## config.mk

```make
export PLATFORM = sky130hd
export DESIGN_NAME = dma_xfer_sequencer
export DESIGN_NICKNAME = d
export VERILOG_FILES = /design/src/rtl/dma_xfer_sequencer.sv
export SDC_FILE = /design/constraint.sdc
export NUM_CORES = 1
export LEC_CHECK = 0
export BUFFER_PORTS_ARGS = -buffer_cell sky130_fd_sc_hd__buf_4
export CAP_MARGIN = 20
export CORE_ASPECT_RATIO = 0.5
export CORE_UTILIZATION = 55
export CTS_BUF_LIST = sky130_fd_sc_hd__clkbuf_8
export DETAILED_ROUTE_END_ITERATION = 8
export PLACE_DENSITY = 0.77
export SLEW_MARGIN = 10
export SYNTH_ARGS = -nofsm -noshare
export SYNTH_HDL_FRONTEND = slang
export SYNTH_SLANG_ARGS = --single-unit
export TNS_END_PERCENT = 10
```

## constraint.sdc

```tcl
create_clock -name Clock -period 6.97 [get_ports Clock]
set_input_delay 0.3485 -clock Clock [delete_from_list [all_inputs] [get_ports Clock]]
set_output_delay 0.3485 -clock Clock [all_outputs]
set_load 0.02 [all_outputs]
```

## src/rtl/dma_xfer_sequencer.sv

```systemverilog
`default_nettype none
// ============================================================================
//  Module      : dma_xfer_sequencer
//  Description : Multi-channel DMA timing/control sequencer. Services one
//                channel at a time, keeps per-channel base/current address
//                and word count, and drives Moore-decoded bus strobes.
//                Supports single/block/demand service, autoinitialize,
//                Ready wait states, external EOP abort and an upper-address
//                strobe that fires whenever the high address bits change.
//  Revision    : 1.0  initial release
// ============================================================================
module dma_xfer_sequencer #(
  parameter int NUM_CH = 4,
  parameter int ADDR_W = 16,
  parameter int CNT_W  = 16,
  parameter int LO_W   = 8,   // must be below ADDR_W
  parameter int CH_W   = $clog2(NUM_CH)
) (
  input  logic                     Clock,
  input  logic                     nReset,
  input  logic [NUM_CH-1:0]        CfgLoad,
  input  logic [NUM_CH*ADDR_W-1:0] BaseAddr,
  input  logic [NUM_CH*CNT_W-1:0]  BaseCount,
  input  logic [2*NUM_CH-1:0]      ModeXfer,
  input  logic [2*NUM_CH-1:0]      ModeSvc,
  input  logic [NUM_CH-1:0]        ModeDec,
  input  logic [NUM_CH-1:0]        ModeAuto,
  input  logic                     ReqValid,
  input  logic [CH_W-1:0]          ReqID,
  input  logic [NUM_CH-1:0]        Dreq,
  input  logic                     Hlda,
  input  logic                     Ready,
  input  logic                     nEOPIn,
  input  logic                     TcClear,
  output logic                     Hrq,
  output logic                     Aen,
  output logic                     Adstb,
  output logic [NUM_CH-1:0]        Dack,
  output logic [ADDR_W-1:0]        AddrOut,
  output logic                     BusDrive,
  output logic                     nIOR,
  output logic                     nIOW,
  output logic                     nMEMR,
  output logic                     nMEMW,
  output logic                     nEOPOut,
  output logic [NUM_CH-1:0]        TcStatus
);

  localparam logic [1:0]        C_XFER_WRITE = 2'b01;
  localparam logic [1:0]        C_XFER_READ  = 2'b10;
  localparam logic [1:0]        C_SVC_DEMAND = 2'b00;
  localparam logic [1:0]        C_SVC_BLOCK  = 2'b10;
  localparam logic [ADDR_W-1:0] C_ADDR_ONE   = ADDR_W'(1);
  localparam logic [CNT_W-1:0]  C_CNT_ONE    = CNT_W'(1);

  typedef enum logic [2:0] {
    ST_SI = 3'd0,
    ST_S0 = 3'd1,
    ST_S1 = 3'd2,
    ST_S2 = 3'd3,
    ST_S3 = 3'd4,
    ST_SW = 3'd5,
    ST_S4 = 3'd6
  } state_t;

  state_t            state_q, state_d;
  logic [CH_W-1:0]   act_q, act_d;
  logic              abort_q, abort_d;
  // Mode of the channel in service, captured at grant so that the output
  // decode depends on registers only.
  logic [1:0]        xfer_q, svc_q;
  logic              dec_q, auto_q;

  logic [ADDR_W-1:0] base_addr_q [NUM_CH];
  logic [ADDR_W-1:0] cur_addr_q  [NUM_CH];
  logic [CNT_W-1:0]  base_cnt_q  [NUM_CH];
  logic [CNT_W-1:0]  cur_cnt_q   [NUM_CH];
  logic [NUM_CH-1:0] tc_q;

  logic [1:0]        w_xfer_sel [NUM_CH];
  logic [1:0]        w_svc_sel  [NUM_CH];
  logic [ADDR_W-1:0] w_base_addr_in [NUM_CH];
  logic [CNT_W-1:0]  w_base_cnt_in  [NUM_CH];

  logic [ADDR_W-1:0] w_act_addr, w_new_addr;
  logic [CNT_W-1:0]  w_act_cnt;
  logic              w_tc, w_end, w_continue, w_hi_change, w_commit;
  logic              w_bus, w_rd_phase, w_wr_phase;

  // Unpack the flat per-channel buses into indexable arrays.
  for (genvar g = 0; g < NUM_CH; g++) begin : g_ch
    assign w_xfer_sel[g]     = ModeXfer[2*g +: 2];
    assign w_svc_sel[g]      = ModeSvc[2*g +: 2];
    assign w_base_addr_in[g] = BaseAddr[g*ADDR_W +: ADDR_W];
    assign w_base_cnt_in[g]  = BaseCount[g*CNT_W +: CNT_W];
  end

  assign w_act_addr  = cur_addr_q[act_q];
  assign w_act_cnt   = cur_cnt_q[act_q];
  assign w_new_addr  = dec_q ? (w_act_addr - C_ADDR_ONE) : (w_act_addr + C_ADDR_ONE);
  assign w_hi_change = (w_new_addr[ADDR_W-1:LO_W] != w_act_addr[ADDR_W-1:LO_W]);
  assign w_tc        = (w_act_cnt == '0);
  assign w_end       = w_tc || abort_q || !nEOPIn;
  assign w_continue  = (svc_q == C_SVC_BLOCK) ||
                       ((svc_q == C_SVC_DEMAND) && Dreq[act_q]);
  assign w_commit    = (state_q == ST_S4) && Hlda;

  // Next-state decision; losing Hlda anywhere on the bus abandons the cycle.
  always_comb begin
    state_d = state_q;
    act_d   = act_q;
    abort_d = abort_q;
    case (state_q)
      ST_SI: begin
        if (ReqValid) begin
          act_d   = ReqID;
          state_d = ST_S0;
        end
      end
      ST_S0: if (Hlda) state_d = ST_S1;
      ST_S1: state_d = ST_S2;
      ST_S2: state_d = ST_S3;
      ST_S3, ST_SW: state_d = Ready ? ST_S4 : ST_SW;
      ST_S4: begin
        if (w_end || !w_continue) state_d = ST_SI;
        else                      state_d = w_hi_change ? ST_S1 : ST_S2;
      end
      default: state_d = ST_SI;
    endcase
    if ((state_q inside {ST_S1, ST_S2, ST_S3, ST_SW}) && !nEOPIn) abort_d = 1'b1;
    if (w_bus && !Hlda) state_d = ST_SI;
    if (state_d == ST_SI) abort_d = 1'b0;
  end

  // State, mode capture and per-channel address/count/TC registers.
  always_ff @(posedge Clock) begin
    if (!nReset) begin
      state_q <= ST_SI;
      act_q   <= '0;
      abort_q <= 1'b0;
      xfer_q  <= '0;
      svc_q   <= '0;
      dec_q   <= 1'b0;
      auto_q  <= 1'b0;
      tc_q    <= '0;
      for (int i = 0; i < NUM_CH; i++) begin
        base_addr_q[i] <= '0;
        cur_addr_q[i]  <= '0;
        base_cnt_q[i]  <= '0;
        cur_cnt_q[i]   <= '0;
      end
    end else begin
      state_q <= state_d;
      act_q   <= act_d;
      abort_q <= abort_d;
      if ((state_q == ST_SI) && ReqValid) begin
        xfer_q <= w_xfer_sel[ReqID];
        svc_q  <= w_svc_sel[ReqID];
        dec_q  <= ModeDec[ReqID];
        auto_q <= ModeAuto[ReqID];
      end
      if (TcClear) tc_q <= '0;
      // Reprogramming the channel in service would corrupt it, so skip it.
      for (int i = 0; i < NUM_CH; i++) begin
        if (CfgLoad[i] && ((state_q == ST_SI) || (CH_W'(i) != act_q))) begin
          base_addr_q[i] <= w_base_addr_in[i];
          cur_addr_q[i]  <= w_base_addr_in[i];
          base_cnt_q[i]  <= w_base_cnt_in[i];
          cur_cnt_q[i]   <= w_base_cnt_in[i];
          tc_q[i]        <= 1'b0;
        end
      end
      if (w_commit) begin
        if (w_end && auto_q) begin
          cur_addr_q[act_q] <= base_addr_q[act_q];
          cur_cnt_q[act_q]  <= base_cnt_q[act_q];
        end else begin
          cur_addr_q[act_q] <= w_new_addr;
          cur_cnt_q[act_q]  <= w_act_cnt - C_CNT_ONE;
        end
        // Placed after the clears so a same-cycle TC set wins.
        if (w_tc) tc_q[act_q] <= 1'b1;
      end
    end
  end

  assign w_bus      = state_q inside {ST_S1, ST_S2, ST_S3, ST_SW, ST_S4};
  assign w_rd_phase = state_q inside {ST_S2, ST_S3, ST_SW, ST_S4};
  assign w_wr_phase = (state_q == ST_S4);

  assign Hrq      = (state_q != ST_SI);
  assign Aen      = w_bus;
  assign BusDrive = w_bus;
  assign Adstb    = (state_q == ST_S1);
  assign Dack     = w_bus ? (NUM_CH'(1) << act_q) : '0;
  assign AddrOut  = w_act_addr;
  assign nIOR     = !(w_rd_phase && (xfer_q == C_XFER_WRITE));
  assign nMEMR    = !(w_rd_phase && (xfer_q == C_XFER_READ));
  assign nMEMW    = !(w_wr_phase && (xfer_q == C_XFER_WRITE));
  assign nIOW     = !(w_wr_phase && (xfer_q == C_XFER_READ));
  assign nEOPOut  = !(w_wr_phase && w_tc);
  assign TcStatus = tc_q;

endmodule
`default_nettype wire
```

== Word-level counts from Yosys, hierarchy flattened ==
Memories as Yosys holds them, arrays and structs flattened. A register that Yosys moved wholly into a read port is not among the register bits.
Cells that the tools add are included.

* Register bits after elaboration: 16
* Output and inout bits: 33
* Bits of input ports: 169
* Memory bits (writable): 256
* Memories kept: 4
* Word-level logic and storage cells: 179

{| class="wikitable"
|+ Memory list
! name !! words !! width !! rd ports !! clocked after memory_dff !! write ports !! line !! text
|-
| base_addr_q || 4 || 16 || 1 || 1 || 4 || 74 || <nowiki>logic [ADDR_W-1:0] base_addr_q [NUM_CH];</nowiki>
|-
| base_cnt_q || 4 || 16 || 1 || 1 || 4 || 76 || <nowiki>logic [CNT_W-1:0] base_cnt_q [NUM_CH];</nowiki>
|-
| cur_addr_q || 4 || 16 || 1 || 1 || 5 || 75 || <nowiki>logic [ADDR_W-1:0] cur_addr_q [NUM_CH];</nowiki>
|-
| cur_cnt_q || 4 || 16 || 1 || 1 || 5 || 77 || <nowiki>logic [CNT_W-1:0] cur_cnt_q [NUM_CH];</nowiki>
|}

* Bitwise operators: 21
* Equality and inequality tests: 13
* Add/sub/neg operators: 3
* Shift operators: 1
* Reductions and logical operators: 44
* Mux-type cells: 81
* Order comparisons: 4

{| class="wikitable"
|+ Operators by type and width
! operator !! number
|-
| $mux W16 || 19
|-
| $mux W1 || 34
|-
| $sub A16 B1 Y16 const B || 2
|-
| $mux W2 || 14
|-
| $or A1 B1 Y1 || 18
|-
| $pmux W3 S6 || 1
|-
| $add A16 B1 Y16 const B || 1
|-
| $logic_and A1 B1 Y1 || 16
|-
| $logic_not A16 Y1 || 1
|-
| $mux W4 || 4
|-
| $eq A3 B3 Y1 const B || 3
|-
| $mux W3 || 3
|-
| $bmux W2 S2 || 2
|-
| $logic_not A1 Y1 || 8
|-
| $logic_or A1 B1 Y1 || 8
|-
| $ne A8 B8 Y1 || 1
|-
| $reduce_bool A4 Y1 || 2
|-
| $bmux W1 S2 || 3
|-
| $eq A3 B2 Y1 const B || 2
|-
| $logic_not A3 Y1 || 2
|-
| $lt A2 B3 Y1 const B || 2
|-
| $reduce_bool A5 Y1 || 1
|-
| $eq A2 B2 Y1 const B || 2
|-
| $ne A2 B2 Y1 const A || 2
|-
| 15 further kinds || 16
|}

== Logic depth before layout (Yosys ltp) ==
* Depth after elaboration: 11
* Gate-level depth with buffers: 14
* Mapped depth without buffers: 11

== Worst setup path before layout ==
OpenSTA, ideal clock, no wires.

* Path type: register to register
* Start: register state_q[1]
* End: memory cur_addr_q[0][0] (enable)
* Stages on the path, launching flop included: 5
* Slack: 1706 ps
* Library setup time: 533 ps
* Arrival: 4731 ps
* Clock period less this slack: 5264 ps
* Data required time: 6437 ps
* Buffers on the path: 0
* Cell sequence: dfxtp_1 nand2b_1 nor2_1 nand2_1 o311ai_0

{| class="wikitable"
|+ RTL lines
! element !! line !! text
|-
| from (decl) || 66 || <nowiki>state_t state_q, state_d;</nowiki>
|-
| from (signal assigned) || 153 || <nowiki>state_q <= state_d;</nowiki>
|-
| to (decl) || 75 ||
|}

==> metrics.md <==
| Metric | Value |
|---|---|
| CP endpoint kind | flip-flop |
| Setup TNS | 0 ns |
| CTS Buf Count | 41 |
| Total chip power | around 0.0041 W |
| CTS clk-pin slew, worst paths | about 0.07 ns |
| Hold Crit Depth | 2 |
| RD Place Congestion | 0.954 |
| Cell Area, Placed | approximately 16,000 um^2 |
| Worst endpoint required time | approximately 7.2 ns |
| Routed Wire Length | approximately 38,000 um |
| Status | finished clean |
| Syn_nets | between 1,000 and 1,500 |
| Crit Path Category | flip-flop to flip-flop |
| Flop and latch count out of synthesis | 274 |
| Max Freq | approximately 0.21 GHz |
| Post-cts repair resize count | 0 |
| Nets | 1,376 |
| Synth top area cells | edfxtp_1 (56%), mux4_2 (12%), o21bai_1 (6.1%) |
| Slowest cell on the critical path | dfxtp_4 |
| Post-CTS Setup Inserts | 0 |
| Crit path buffers/inverters | 2 |
| Final setup fails | 0 |
| Final Cell Area | 16,400 um^2 |
| GR Overflow Total | 0 |
| CP startpoint kind | flip-flop |
| N_diodes | 0 |
| Total iterations of the first detailed-routing run | 5 |
| Post-route insts no fill | about 1,600 |
| Synth Flop Type | edfxtp_1 |
| CP Depth | 12 |
| Worst EP arrival | about 5 ns |
| Crit path cell chain | buf_4 > buf_4 > mux4_2 > ha_1 > a21o_1 > a31o_2 > a221o_1 > a21oi_1 > xor2_1 > nor2_1 > a21oi_2 > o21bai_1 |
| Final min period | about 4.8 ns |
| Share of cells above drive strength 1 | 0.310 |
| Clock Path Buffers | 3 |
| Max cap viols | 0 |
| Inst Count DP | 1,481 |
| Vias per cell | roughly 6.1 |
| Vias in the first global route | between 9,000 and 10,000 |
| GRT Total Usage | 0.303 |
| Clk sink count | approximately 270 |
| Via count | 9,500 |
| CP peak stage delay | between 0.8 and 0.9 ns |
| CTS tree | built |
| Synth cell types | between 50 and 60 |
| Switching share of total power | 0.287 |
| Multi-input logic area | 5500 um^2 |
| Max-slew violation count | 0 |
| Antenna violations before repair | 0 |
| Final worst-path cycle share | 0.695 |
| Sw Pwr | 0.00117 W |
| FILL cells | between 1,500 and 2,000 |
| Logic gate share of total power | 0.207 |
| Pwr dens | about 250 nW/um^2 |
| IO Count | 202 |
| Post-layout util | 0.674 |
| H-tree levels | 2 |
| RSZ-0062 raised after global routing | false |
| Peak VDD IR | ~110 uV |
| WL/cell | about 25 um |
| DRT antenna net count | 0 |
| Root Driver | clkbuf_8 |
| Post-synth EDFFs | roughly 260 |
| Pleak | around 6.5 nW |
| Remaining DRCs | 0 |
| Row cnt | 40 |
| Starting Density | 0.567 |
| Core area | approximately 24,000 um^2 |
| Initial DRC count | between 800 and 900 |
| Synth top area share | 0.557 |
| CP dominant cell by count | buf_4 |
| Mapped Cells | 982 |
| Pin count of the biggest net entering global routing | 38 |
| Internal cell power | about 0.0029 W |
| Sequential cell area | a little over 8000 um^2 |
| Seq pwr share | 0.499 |
| Die Width | between 200 and 250 um |
| Mean post-synth cell area | between 10 and 15 um^2 |
| Reg2Reg Depth | 12 |
| Setup Skew | 0.0331 ns |
| Slew @ Worst Pin | 1.10 ns |
| Die Area | between 20,000 and 30,000 um^2 |
| Port Buf Inserts | 201 |
| First-pass GRT wire length | roughly 57,000 um |
| Reg2reg setup slack | 2.13 ns |
| # hold bufs at CTS | 0 |
| Worst-path maximum fanout | 37 |
| Yosys Warn Count | 0 |
| Yosys top cell by area | edfxtp_1 |
| Synthesis-to-finish area growth | 18.7% |
| Async SR Flop Fraction | 0 |
| Worst path top cell family by delay | compound AO/OA/AOI/OAI gates |
| Slew headroom | 0.266 |
| Die Y-Extent | 114 um |
| Clk network pwr share | 0.294 |
| Later-pin clock latency in the skew report | around 0.57 ns |
| Hold crit path type | primary input to flip-flop |
| Final Hold Vio Count | 0 |
| DP HPWL | approximately 25,000 um |
| Cell area after synthesis | 13,800 um^2 |
| Sequential share of the synthesized area | 0.583 |
==> layout make-up <==
class                      instances  area share
clock buffer                      42      0.0353
sequential                       274       0.491
multi-input combinational        637       0.336
timing repair buffer             218      0.0999
tap                              336      0.0257
clock inverter                    31     0.00817
inverter                          16     0.00367
==> cell usage in the layout, fill, tap and decap left out, types with 3 or more instances in the layout <==
| cell type | Yosys | layout |
|---|---|---|
| a21oi_1 | 28 | 28 |
| o21bai_1 | 112 | 109 |
| or3_1 | 4 | 3 |
| mux2i_1 | 14 | 14 |
| mux4_2 | 71 | 71 |
| a21o_1 | 25 | 24 |
| nor3_1 | 5 | 5 |
| xor2_1 | 15 | 15 |
| nand4_1 | 5 | 5 |
| ha_1 | 18 | 18 |
| edfxtp_1 | 256 | 256 |
| and2_1 | 131 | 131 |
| a211oi_1 | 3 | 3 |
| clkbuf_8 | 0 | 42 |
| a21oi_2 | 16 | 16 |
| o21bai_4 | 0 | 3 |
| nand3_1 | 7 | 6 |
| clkinv_1 | 0 | 9 |
| inv_1 | 16 | 32 |
| dfxtp_1 | 18 | 16 |
| clkinv_2 | 0 | 4 |
| or2_2 | 3 | 3 |
| o211ai_1 | 4 | 4 |
| xnor2_1 | 21 | 21 |
| o21ai_0 | 12 | 12 |
| o31ai_1 | 3 | 3 |
| buf_4 | 4 | 218 |
| o21ai_2 | 5 | 5 |
| nand2b_1 | 8 | 8 |
| nand2_1 | 44 | 44 |
| nor2_1 | 48 | 44 |
| o32ai_1 | 5 | 5 |
==> path summary, 6_finish.rpt <==
kind         startpoint                 to
max reg2reg   flip-flop  cur_addr_q[3][14]
max           flip-flop  cur_addr_q[3][14]
min             TcClear        TcStatus[2]
min reg2reg    svc_q[1]           svc_q[1]
==> flip-flops by register name, summed over array words and instances, names as in the netlist, named ones only <==
register	flops
abort_q	1
base_cnt_q	64
state_q	3
xfer_q	2
cur_cnt_q	64
act_q	2
dec_q	1
svc_q	2
auto_q	1
base_addr_q	64
TcStatus	4
cur_addr_q	64
==> cells in the mapped netlist, types with 7 or more instances <==
master / number
and2_1: 131
nand2b_1: 8
inv_1: 16
o21ai_0: 12
clkbuf_1: 37
xor2_1: 15
mux2i_1: 14
nand3_1: 7
o21bai_1: 112
a21oi_1: 28
ha_1: 18
xnor2_1: 21
edfxtp_1: 256
nor2_1: 48
a21oi_2: 16
mux4_2: 71
dfxtp_1: 18
a21o_1: 25
nand2_1: 44
==> routing by layer <==
layer  wire length [um]  global-route usage  vias to the layer above
met5                  0                   0                        -
met4               1030              0.0980                        0
met3               3400              0.0688                       74
met2              18300               0.500                      486
met1              15300               0.403                     4781
li1                   -                   -                     4159
==> power by group through the flow <==
stage	registers [W]	clock network (W)	logic, W
floorplan	0.00203	0	0.000566
global placement	0.00206	0	0.000813
detailed placement	0.00207	0	0.000828
CTS	0.00203	0.00120	0.000833
global route	0.00205	0.00127	0.000900
finish	0.00203	0.00120	0.000842
==> cell families (layout without fill, tap and decap cells) <==
logic type                 Yosys count  count (layout)  synth area share
DFF                                274             274             0.583
and+or+nand+nor                    267             267             0.104
AOI/OAI and AO/OA                  228             228             0.120
muxes                               86              86             0.127
buffers and inverters               71             307            0.0229
xor gates and xnor gates            37              37            0.0246
adders and majority gates           19              19            0.0178
==> through the flow <==
stage               setup slack (ns)  hold slack [ns]
floorplan                       1.71            0.437
global placement                2.26            0.450
detailed placement              2.13            0.456
CTS                             2.12           0.0133
global route                    1.78           0.0195
finish                          2.13           0.0269
Note: power is estimated with default switching activity, not from simulation.
